## src/rtl/seq_signed_divider.sv

```systemverilog
// Multicycle signed divider (restoring shift-subtract, one quotient bit per clock).
// Produces quotient on div_lo and remainder on div_hi with truncate-toward-zero rounding.
module seq_signed_divider #(
    parameter int unsigned WIDTH = 32,
    parameter int unsigned CNT_W = 6
) (
    input  logic             clock,
    input  logic             reset,
    input  logic             divOp,
    input  logic [WIDTH-1:0] dividend,
    input  logic [WIDTH-1:0] divisor,
    output logic [WIDTH-1:0] div_hi,
    output logic [WIDTH-1:0] div_lo,
    output logic             divby0flag,
    output logic             busy,
    output logic             done
);

    typedef enum logic [1:0] {
        S_IDLE = 2'd0,
        S_RUN  = 2'd1,
        S_FIX  = 2'd2
    } state_t;

    state_t             state_q, state_d;
    logic [CNT_W-1:0]   cnt_q, cnt_d;
    logic [WIDTH-1:0]   rem_q, rem_d;
    logic [WIDTH-1:0]   quo_q, quo_d;
    logic [WIDTH-1:0]   abs_b_q, abs_b_d;
    logic               sign_a_q, sign_a_d;
    logic               sign_b_q, sign_b_d;
    logic [WIDTH-1:0]   div_hi_q, div_hi_d;
    logic [WIDTH-1:0]   div_lo_q, div_lo_d;
    logic               flag_q, flag_d;
    logic               busy_q, busy_d;
    logic               done_q, done_d;
    logic [WIDTH-1:0]   rem_sh;

    always_ff @(posedge clock) begin
        if (!reset) begin
            state_q  <= S_IDLE;
            cnt_q    <= '0;
            rem_q    <= '0;
            quo_q    <= '0;
            abs_b_q  <= '0;
            sign_a_q <= 1'b0;
            sign_b_q <= 1'b0;
            div_hi_q <= '0;
            div_lo_q <= '0;
            flag_q   <= 1'b0;
            busy_q   <= 1'b0;
            done_q   <= 1'b0;
        end else begin
            state_q  <= state_d;
            cnt_q    <= cnt_d;
            rem_q    <= rem_d;
            quo_q    <= quo_d;
            abs_b_q  <= abs_b_d;
            sign_a_q <= sign_a_d;
            sign_b_q <= sign_b_d;
            div_hi_q <= div_hi_d;
            div_lo_q <= div_lo_d;
            flag_q   <= flag_d;
            busy_q   <= busy_d;
            done_q   <= done_d;
        end
    end

    // Next-state and datapath; |divisor| <= 2**(WIDTH-1) so the shifted remainder never overflows
    always_comb begin
        state_d  = state_q;
        cnt_d    = cnt_q;
        rem_d    = rem_q;
        quo_d    = quo_q;
        abs_b_d  = abs_b_q;
        sign_a_d = sign_a_q;
        sign_b_d = sign_b_q;
        div_hi_d = div_hi_q;
        div_lo_d = div_lo_q;
        flag_d   = flag_q;
        done_d   = 1'b0;
        rem_sh   = {rem_q[WIDTH-2:0], quo_q[WIDTH-1]};

        case (state_q)
            S_IDLE: begin
                if (divOp) begin
                    if (divisor == '0) begin
                        flag_d = 1'b1;
                        done_d = 1'b1;
                    end else begin
                        sign_a_d = dividend[WIDTH-1];
                        sign_b_d = divisor[WIDTH-1];
                        quo_d    = dividend[WIDTH-1] ? WIDTH'(WIDTH'(0) - dividend) : dividend;
                        abs_b_d  = divisor[WIDTH-1] ? WIDTH'(WIDTH'(0) - divisor) : divisor;
                        rem_d    = '0;
                        cnt_d    = '0;
                        flag_d   = 1'b0;
                        state_d  = S_RUN;
                    end
                end
            end
            S_RUN: begin
                quo_d = {quo_q[WIDTH-2:0], 1'b0};
                rem_d = rem_sh;
                if (rem_sh >= abs_b_q) begin
                    rem_d    = WIDTH'(rem_sh - abs_b_q);
                    quo_d[0] = 1'b1;
                end
                cnt_d = CNT_W'(cnt_q + CNT_W'(1));
                if (cnt_q == CNT_W'(WIDTH - 1)) begin
                    state_d = S_FIX;
                end
            end
            S_FIX: begin
                div_lo_d = (sign_a_q ^ sign_b_q) ? WIDTH'(WIDTH'(0) - quo_q) : quo_q;
                div_hi_d = sign_a_q ? WIDTH'(WIDTH'(0) - rem_q) : rem_q;
                done_d   = 1'b1;
                state_d  = S_IDLE;
            end
            default: begin
                state_d = S_IDLE;
            end
        endcase

        busy_d = (state_d != S_IDLE);
    end

    assign div_hi     = div_hi_q;
    assign div_lo     = div_lo_q;
    assign divby0flag = flag_q;
    assign busy       = busy_q;
    assign done       = done_q;

endmodule
```

## config.mk

```make
export PLATFORM = sky130hd
export DESIGN_NAME = seq_signed_divider
export DESIGN_NICKNAME = d
export VERILOG_FILES = /design/src/rtl/seq_signed_divider.sv
export SDC_FILE = /design/constraint.sdc
export NUM_CORES = 1
export LEC_CHECK = 0
export CAP_MARGIN = 25
export CORE_MARGIN = 4
export CORE_UTILIZATION = 60
export DETAILED_ROUTE_END_ITERATION = 10
export PLACE_DENSITY = 0.84
export SYNTH_ARGS = -nofsm -noshare
export SYNTH_HDL_FRONTEND = slang
export SYNTH_SLANG_ARGS = --single-unit
```

## constraint.sdc

```tcl
create_clock -name clock -period 5.27 [get_ports clock]
set_input_delay 0.527 -clock clock [delete_from_list [all_inputs] [get_ports clock]]
set_output_delay 0.527 -clock clock [all_outputs]
set_load 0.02 [all_outputs]
```

==> implementation parameters <==
Parameter                              Value

Status
  Result of the run    completed

Synthesis
  Mean instance size in the synthesized netlist    7.97 um2
  Simple-gate area share of the yosys netlist    0.175
  Share of the yosys chip area belonging to registers    0.334
  Total of warnings raised by yosys    0
  Top cell type by total area after synthesis    sky130_fd_sc_hd__dfxtp_1
  Compound-cell area share of the yosys netlist    0.269
  Number of enable-type register cells in the synthesized netlist    0
  Dominant combinational cell family by area after synthesis    compound AO/OA/AOI/OAI gates
  Cell with the most instances after synthesis    sky130_fd_sc_hd__dfxtp_1
  Number of register bits inferred by synthesis    173
  Main synth FF type    sky130_fd_sc_hd__dfxtp_1
  Area contributors post-synth    sky130_fd_sc_hd__dfxtp_1 (33%), sky130_fd_sc_hd__xor2_1 (7.3%), sky130_fd_sc_hd__nor2_1 (5.5%)
  Mux contribution to synthesized area    0.00591
  Netlist area before placement    10400 um2
  Post-synthesis net count    1407
  Xor and xnor fraction of the mapped netlist area    0.118
  Distinct cell type count after synthesis    62
  Most instantiated cells after synthesis    sky130_fd_sc_hd__dfxtp_1 (173), sky130_fd_sc_hd__nor2_1 (152), sky130_fd_sc_hd__o21ai_0 (103), sky130_fd_sc_hd__a21oi_1 (95), sky130_fd_sc_hd__nand2_1 (90)
  Share of synthesized cell area in full adder, half adder and majority cells    0.0465
  Gate count of the mapped netlist    1302
  Share of synthesized flip-flops with an asynchronous set or reset    0
  Post-synth top area share    0.334

Critical path
  Worst path cell trace    clkdlybuf4s50_1 > or4_4 > or3_4 > or4_4 > or4_1 > nor4b_2 > or3_2 > and2_1 > buf_12 > a32oi_1 > o31ai_1
  Largest stage delay, worst path    0.57 ns
  Worst path arrival time    4.21 ns
  Flop2flop setup slack    1.56 ns
  Setup Crit Path Kind    in -> reg
  Library cell contributing the largest single delay on the critical path    sky130_fd_sc_hd__or4_4
  Crit-path most repeated cell    sky130_fd_sc_hd__or4_4
  Critical Path Sink Type    flop
  RR Startpoint    rem_q[4]
  Worst reg-to-reg path cell count    8
  Critical path peak fanout    39
  Startpoint of the most critical setup path    divisor[13]
  Number of logic stages on the critical path including buffering    11
  Critical R2R Capture    div_hi[28]
  Sort of element at the start of the critical path    input pin
  Kind of cell adding the most delay to the critical path    simple AND/OR/NAND/NOR gates
  Worst setup path end    rem_q[14]
  Worst path required time    5.61 ns
  Combined buffer and inverter count along the critical path    2

STA
  Unrepaired setup endpoints after global routing    false
  Number of setup violations in the final report    0
  Max-slew headroom    0.311
  Final hold violations    0
  Max Clock Skew    0.0114 ns
  Min cycle time layout    3.87 ns
  Hold_ws    0.460 ns
  Fmax    259 MHz
  Worst slew pin tran    1.03 ns
  Setup_tns    0 ns
  Max-slew violation count    0
  Final worst-path cycle share    0.734

Die
  Die span in y    140 um
  Row count    47
  Number of I/O pins    134
  Std-Cell Core Area    16800 um2
  Die area    19500 um2
  DIE WIDTH    140 um
  Initial Util    0.619

Routing
  Post-route antenna net violation count    0
  Routed vias    9982
  Post-route DRC    0
  Initial DRC Count    1022
  Drt wl/cell    17.3 um
  Avg Vias per Cell    6.18
  Total wire length after detailed routing    27.9 mm
  First-pass iteration count of the detailed router    6

Place
  Routability congestion estimate    0.963
  Port Buf Inserts    133
  Detailed placer's ending HPWL    20.7 mm
  Area after DPL    11800 um2

Power
  Register share of total power    0.397
  Overall power of the completed layout    3.63 mW
  Cell Int Power    2.46 mW
  Logic pwr share    0.254
  Total power divided by cell area    294 nW/um2
  Net switching power    1.18 mW
  Maximum VDD drop    0.258 mV
  Static leakage power    4.64 nW
  Fraction of power spent switching nets    0.324
  Clk network pwr share    0.349

Final layout
  Number of antenna cells inserted    0
  Final Util    0.739
  Post-route cell area    12400 um2
  Number of inserted filler cells in the final layout    1346
  Final net count    1486
  Layout Area Growth over Synthesis    19.3%
  Share of final-layout standard cells stronger than drive strength 1    0.0488

Run
  Max-capacitance violation count    0

GRT
  GR Layer Usage met2    0.408
  Number of antenna violations at the first check in global routing    0
  Gr busiest metal    met1
  GR Util met1    0.417
  Global route total overflow    0
  Via count of the first global-routing pass    8858
  Global Route Usage Sum    0.278
  Wire length of the first global-routing pass    45.1 mm
  Pin count of the biggest net entering global routing    98
  Met3 track demand over resource in global routing    0.0501

Clocking
  Register clock-pin slew on the reported worst setup and hold paths    0.07 ns
  # clock sinks    173
  Count of cells resized by post-cts repair    0
  Latest clock arrival within the worst-skew pair    0.43 ns
  Max Buffers Root-to-Sink    2
  CTS H-tree depth    4
  CTS tree    built
  Post-CTS setup buffers    0
  Number of hold buffers added after CTS    0
  Clock buffer count from CTS    17
  Clk Tree Root Cell    sky130_fd_sc_hd__clkbuf_16

Worst hold path
  Type of the tightest min-delay check    reg -> reg
[cells by family after synthesis]
kind of cell / count (synthesis)
DFF: 173
and+or+nand+nor: 385
AOI/OAI and AO/OA: 425
buffers and inverters: 135
xor gates and xnor gates: 140
muxes: 6
adders and majority gates: 38
[power by group through the flow]
stage | Combinational [mW] | Sequential [mW] | Clock [mW]
3_3_place_gp | 0.886 | 1.46 | 0
3_5_place_dp | 0.901 | 1.47 | 0
6_report | 0.923 | 1.44 | 1.27
2_1_floorplan | 0.658 | 1.44 | 0
4_1_cts | 0.907 | 1.44 | 1.28
5_1_grt | 1.01 | 1.45 | 1.34
[how the worst min path moves through the flow]
stage                     slack, ns   startpoint          end  depth (start not counted)
after floorplan                0.43  abs_b_q[31]  abs_b_q[31]                          2
after global placement         0.44  abs_b_q[31]  abs_b_q[31]                          2
after detailed placement       0.45  abs_b_q[31]  abs_b_q[31]                          2
after CTS                      0.46  abs_b_q[31]  abs_b_q[31]                          2
after global routing           0.48   divby0flag   divby0flag                          2
final                          0.46  abs_b_q[31]  abs_b_q[31]                          2
[worst reg2reg max path, stage by stage (launching register included)]
cell                      delay, ns
sky130_fd_sc_hd__dfxtp_1       0.41
sky130_fd_sc_hd__or4_1         0.63
sky130_fd_sc_hd__nor4_1        0.27
sky130_fd_sc_hd__nand3_1       0.22
sky130_fd_sc_hd__or4_1         0.58
sky130_fd_sc_hd__or4_1         0.67
sky130_fd_sc_hd__o31ai_1       0.44
sky130_fd_sc_hd__xor2_1        0.23
sky130_fd_sc_hd__a21oi_1       0.09
[state kept, by name, summed over array words and instances (netlist names), 2 cells and up]
name	flops
quo_q	32
cnt_q	6
div_hi	32
abs_b_q	32
state_q	2
rem_q	32
div_lo	32
[cell usage in the layout, fill, tap and decap left out, types with 5 or more instances in the layout]
cell type	count
sky130_fd_sc_hd__a21oi_1	95
sky130_fd_sc_hd__or4_1	19
sky130_fd_sc_hd__a31oi_1	5
sky130_fd_sc_hd__a22oi_1	11
sky130_fd_sc_hd__inv_6	6
sky130_fd_sc_hd__o31ai_1	38
sky130_fd_sc_hd__nor2b_1	8
sky130_fd_sc_hd__or2_2	7
sky130_fd_sc_hd__a311oi_1	7
sky130_fd_sc_hd__nand2_1	90
sky130_fd_sc_hd__nor2_1	151
sky130_fd_sc_hd__or3_1	17
sky130_fd_sc_hd__a222oi_1	14
sky130_fd_sc_hd__dfxtp_1	173
sky130_fd_sc_hd__o41ai_1	18
sky130_fd_sc_hd__o211ai_1	9
sky130_fd_sc_hd__clkdlybuf4s50_1	133
sky130_fd_sc_hd__a221o_1	13
sky130_fd_sc_hd__clkbuf_16	17
sky130_fd_sc_hd__inv_1	45
sky130_fd_sc_hd__nand3_1	18
sky130_fd_sc_hd__a211oi_1	61
sky130_fd_sc_hd__nor3_1	21
sky130_fd_sc_hd__mux2i_1	5
sky130_fd_sc_hd__a21o_1	21
sky130_fd_sc_hd__ha_1	37
sky130_fd_sc_hd__xor2_1	87
sky130_fd_sc_hd__o21a_1	5
sky130_fd_sc_hd__nand2b_1	11
sky130_fd_sc_hd__buf_4	15
sky130_fd_sc_hd__nand4_1	14
sky130_fd_sc_hd__nor4_1	8
sky130_fd_sc_hd__xnor2_1	53
sky130_fd_sc_hd__o21ai_1	9
sky130_fd_sc_hd__o21ai_0	103
[per-stage QoR]
step / std cells / setup WS [ns]
final: 1614 / 1.40
after global routing: 1614 / 1.11
after CTS: 1614 / 1.43
after floorplan: 1302 / 1.89
after detailed placement: 1582 / 0.965
after global placement: 1582 / 1.05
[layout make-up]
type	instances	area, um2	area share
clock buffer	19	443	0.0358
clock inverter	13	150	0.0121
inverter	46	173	0.0139
multi-input combinational	994	6410	0.518
sequential	173	3460	0.280
tap	220	275	0.0222
timing repair buffer	149	1460	0.118
[layer usage]
layer  vias to the layer above  wire length (um)
met5                         -                 0
met4                         0               529
met3                        43              2710
met2                       476             11800
met1                      4545             12900
li1                       4918                 -
Power figures use the tool's default switching activity.
==> edit: new RTL, same settings <==
Put one more register stage on the output `div_lo`, cleared by the reset. The value now appears one clock later. The other outputs are not delayed to match.
--- a/src/rtl/seq_signed_divider.sv
+++ b/src/rtl/seq_signed_divider.sv
@@ -127,5 +127,11 @@
 
     assign div_hi     = div_hi_q;
-    assign div_lo     = div_lo_q;
+    always_ff @(posedge clock) begin
+        if (!reset) begin
+            div_lo <= '0;
+        end else begin
+            div_lo <= div_lo_q;
+        end
+    end
     assign divby0flag = flag_q;
     assign busy       = busy_q;
Formal check against the unedited RTL: no difference found for any inputs over 10 cycles, from zero or initial values and one cycle with reset low; that may be too few to reach the edited logic, so the function may still have changed.
==> edit against the unedited design <==
Die area increased by 11%; routed wire length increased by 1.9%; power increased by 2.9%; worst setup slack improved by 0.31 ns; clock skew decreased by 0.0057 ns; register-to-register slack improved by 0.23 ns; sequential cell count increased by 32; utilization decreased by 1.2 points; critical path type unchanged; design area increased by 11%; non-clock buffer count decreased by 5; synthesized area increased by 12%; synthesized cell count increased by 5.6%; critical path depth increased by 1; largest cell class unchanged.
==> edit: results (changes against the unedited design) <==
| Metric | Value |
|---|---|
| P_sw | `1.037 mW (-12%)` |
| Gr usage total | `25.33% (-2.5 points)` |
| Hold depth | `1 (-1)` |
| R2R Path Start | `rem_q[0]$_SDFFE_PN0P_` |
| Layout cell share with drive strength beyond 1 | `4.499% (-0.38 points)` |
| Reg2reg end | `rem_q[30]$_SDFFE_PN0P_` |
| Reg-to-reg setup timing slack | `1.79 ns (+0.23 ns)` |
| Clk_skew | `0.005643 ns (-0.005739 ns)` |
| Largest net degree at the start of global routing | `115 (+17%)` |
| Layout net count | `1559 (+4.9%)` |
| First-pass GRT wire length | `47.00 mm (+4.2%)` |
| Worst vdd ir | `0.2187 mV (-15%)` |
| Crit path time final | `3.556 ns (-0.3122 ns)` |
| Final hold slack | `0.4538 ns (-0.005916 ns)` |
| Hold-critical path endpoint | `div_lo[29]$_SDFF_PN0_` |
| Starting DRT DRC Count | `988 (-3.3%)` |
| Non-Filler Instances | `1727 (+7.0%)` |
| Drt pass-1 iters | `5 (-1)` |
| Status | `finished, final reports clean` |
| Register-to-Register Path Depth | `11 (+3)` |
| GPL Wtd Cong | `0.9573 (-0.54%)` |
| Net Count, Synth | `1480 (+5.2%)` |
| Placed inst area | `13030 sq um (+11%)` |
| Vias/cell | `5.953 (-3.7%)` |
| Clock Tree Buf Depth | `3 (+1)` |
| # H-tree levels | `1 (-3)` |
| Sw Share | `27.72% (-4.6 points)` |
| Critical Path AT | `3.97 ns (-0.24 ns)` |
| Worst slew margin | `34.11% (+3.0 points)` |
| Sequential power | `1.66 mW (+15%)` |
| Ranking of synthesized cells by area | `dfxtp_1, o211a_1, xor2_1, nand2_1, xnor2_1` |
| WL final | `28.44 mm (+1.9%)` |
| Crit path capture | `rem_q[0]$_SDFFE_PN0P_` |
| Crit. Startpoint | `divisor[23]` |
| Worst slack, placed | `1.246 ns (+0.2805 ns)` |
| Critical path's largest stage delay | `0.55 ns (-0.02 ns)` |
| Crit-path slowest cell | `or4_1` |
## edit: final cells by class
cell class,count,area [sq um]
Clock buffer,27,566.8
Clock inverter,8,76.32
Fill cell,1504,5169
Inverter,50,187.7
Multi-Input combinational cell,1033,7015
Sequential cell,205,4104
Tap cell,260,325.3
Timing Repair Buffer,144,1449
## edit: layer usage
metal	GRT usage (%)	vias to the layer above	wire, microns
met1	39.80	4763	13890
met3	2.899	26	2303
met2	37.72	382	11950
li1	-	5110	-
met4	4.427	0	293
met5	0	-	0
## edit: cell families (layout without fill, tap and decap cells)
family | after synthesis | in the layout | synth area share, %
and+or+nand+nor | 443 | 443 | 19.18
AOI/OAI and AO/OA | 394 | 394 | 24.72
DFF | 205 | 205 | 35.33
xor gates and xnor gates | 143 | 143 | 10.78
buffers and inverters | 137 | 229 | 4.545
adders and majority gates | 38 | 38 | 4.157
muxes | 15 | 15 | 1.292
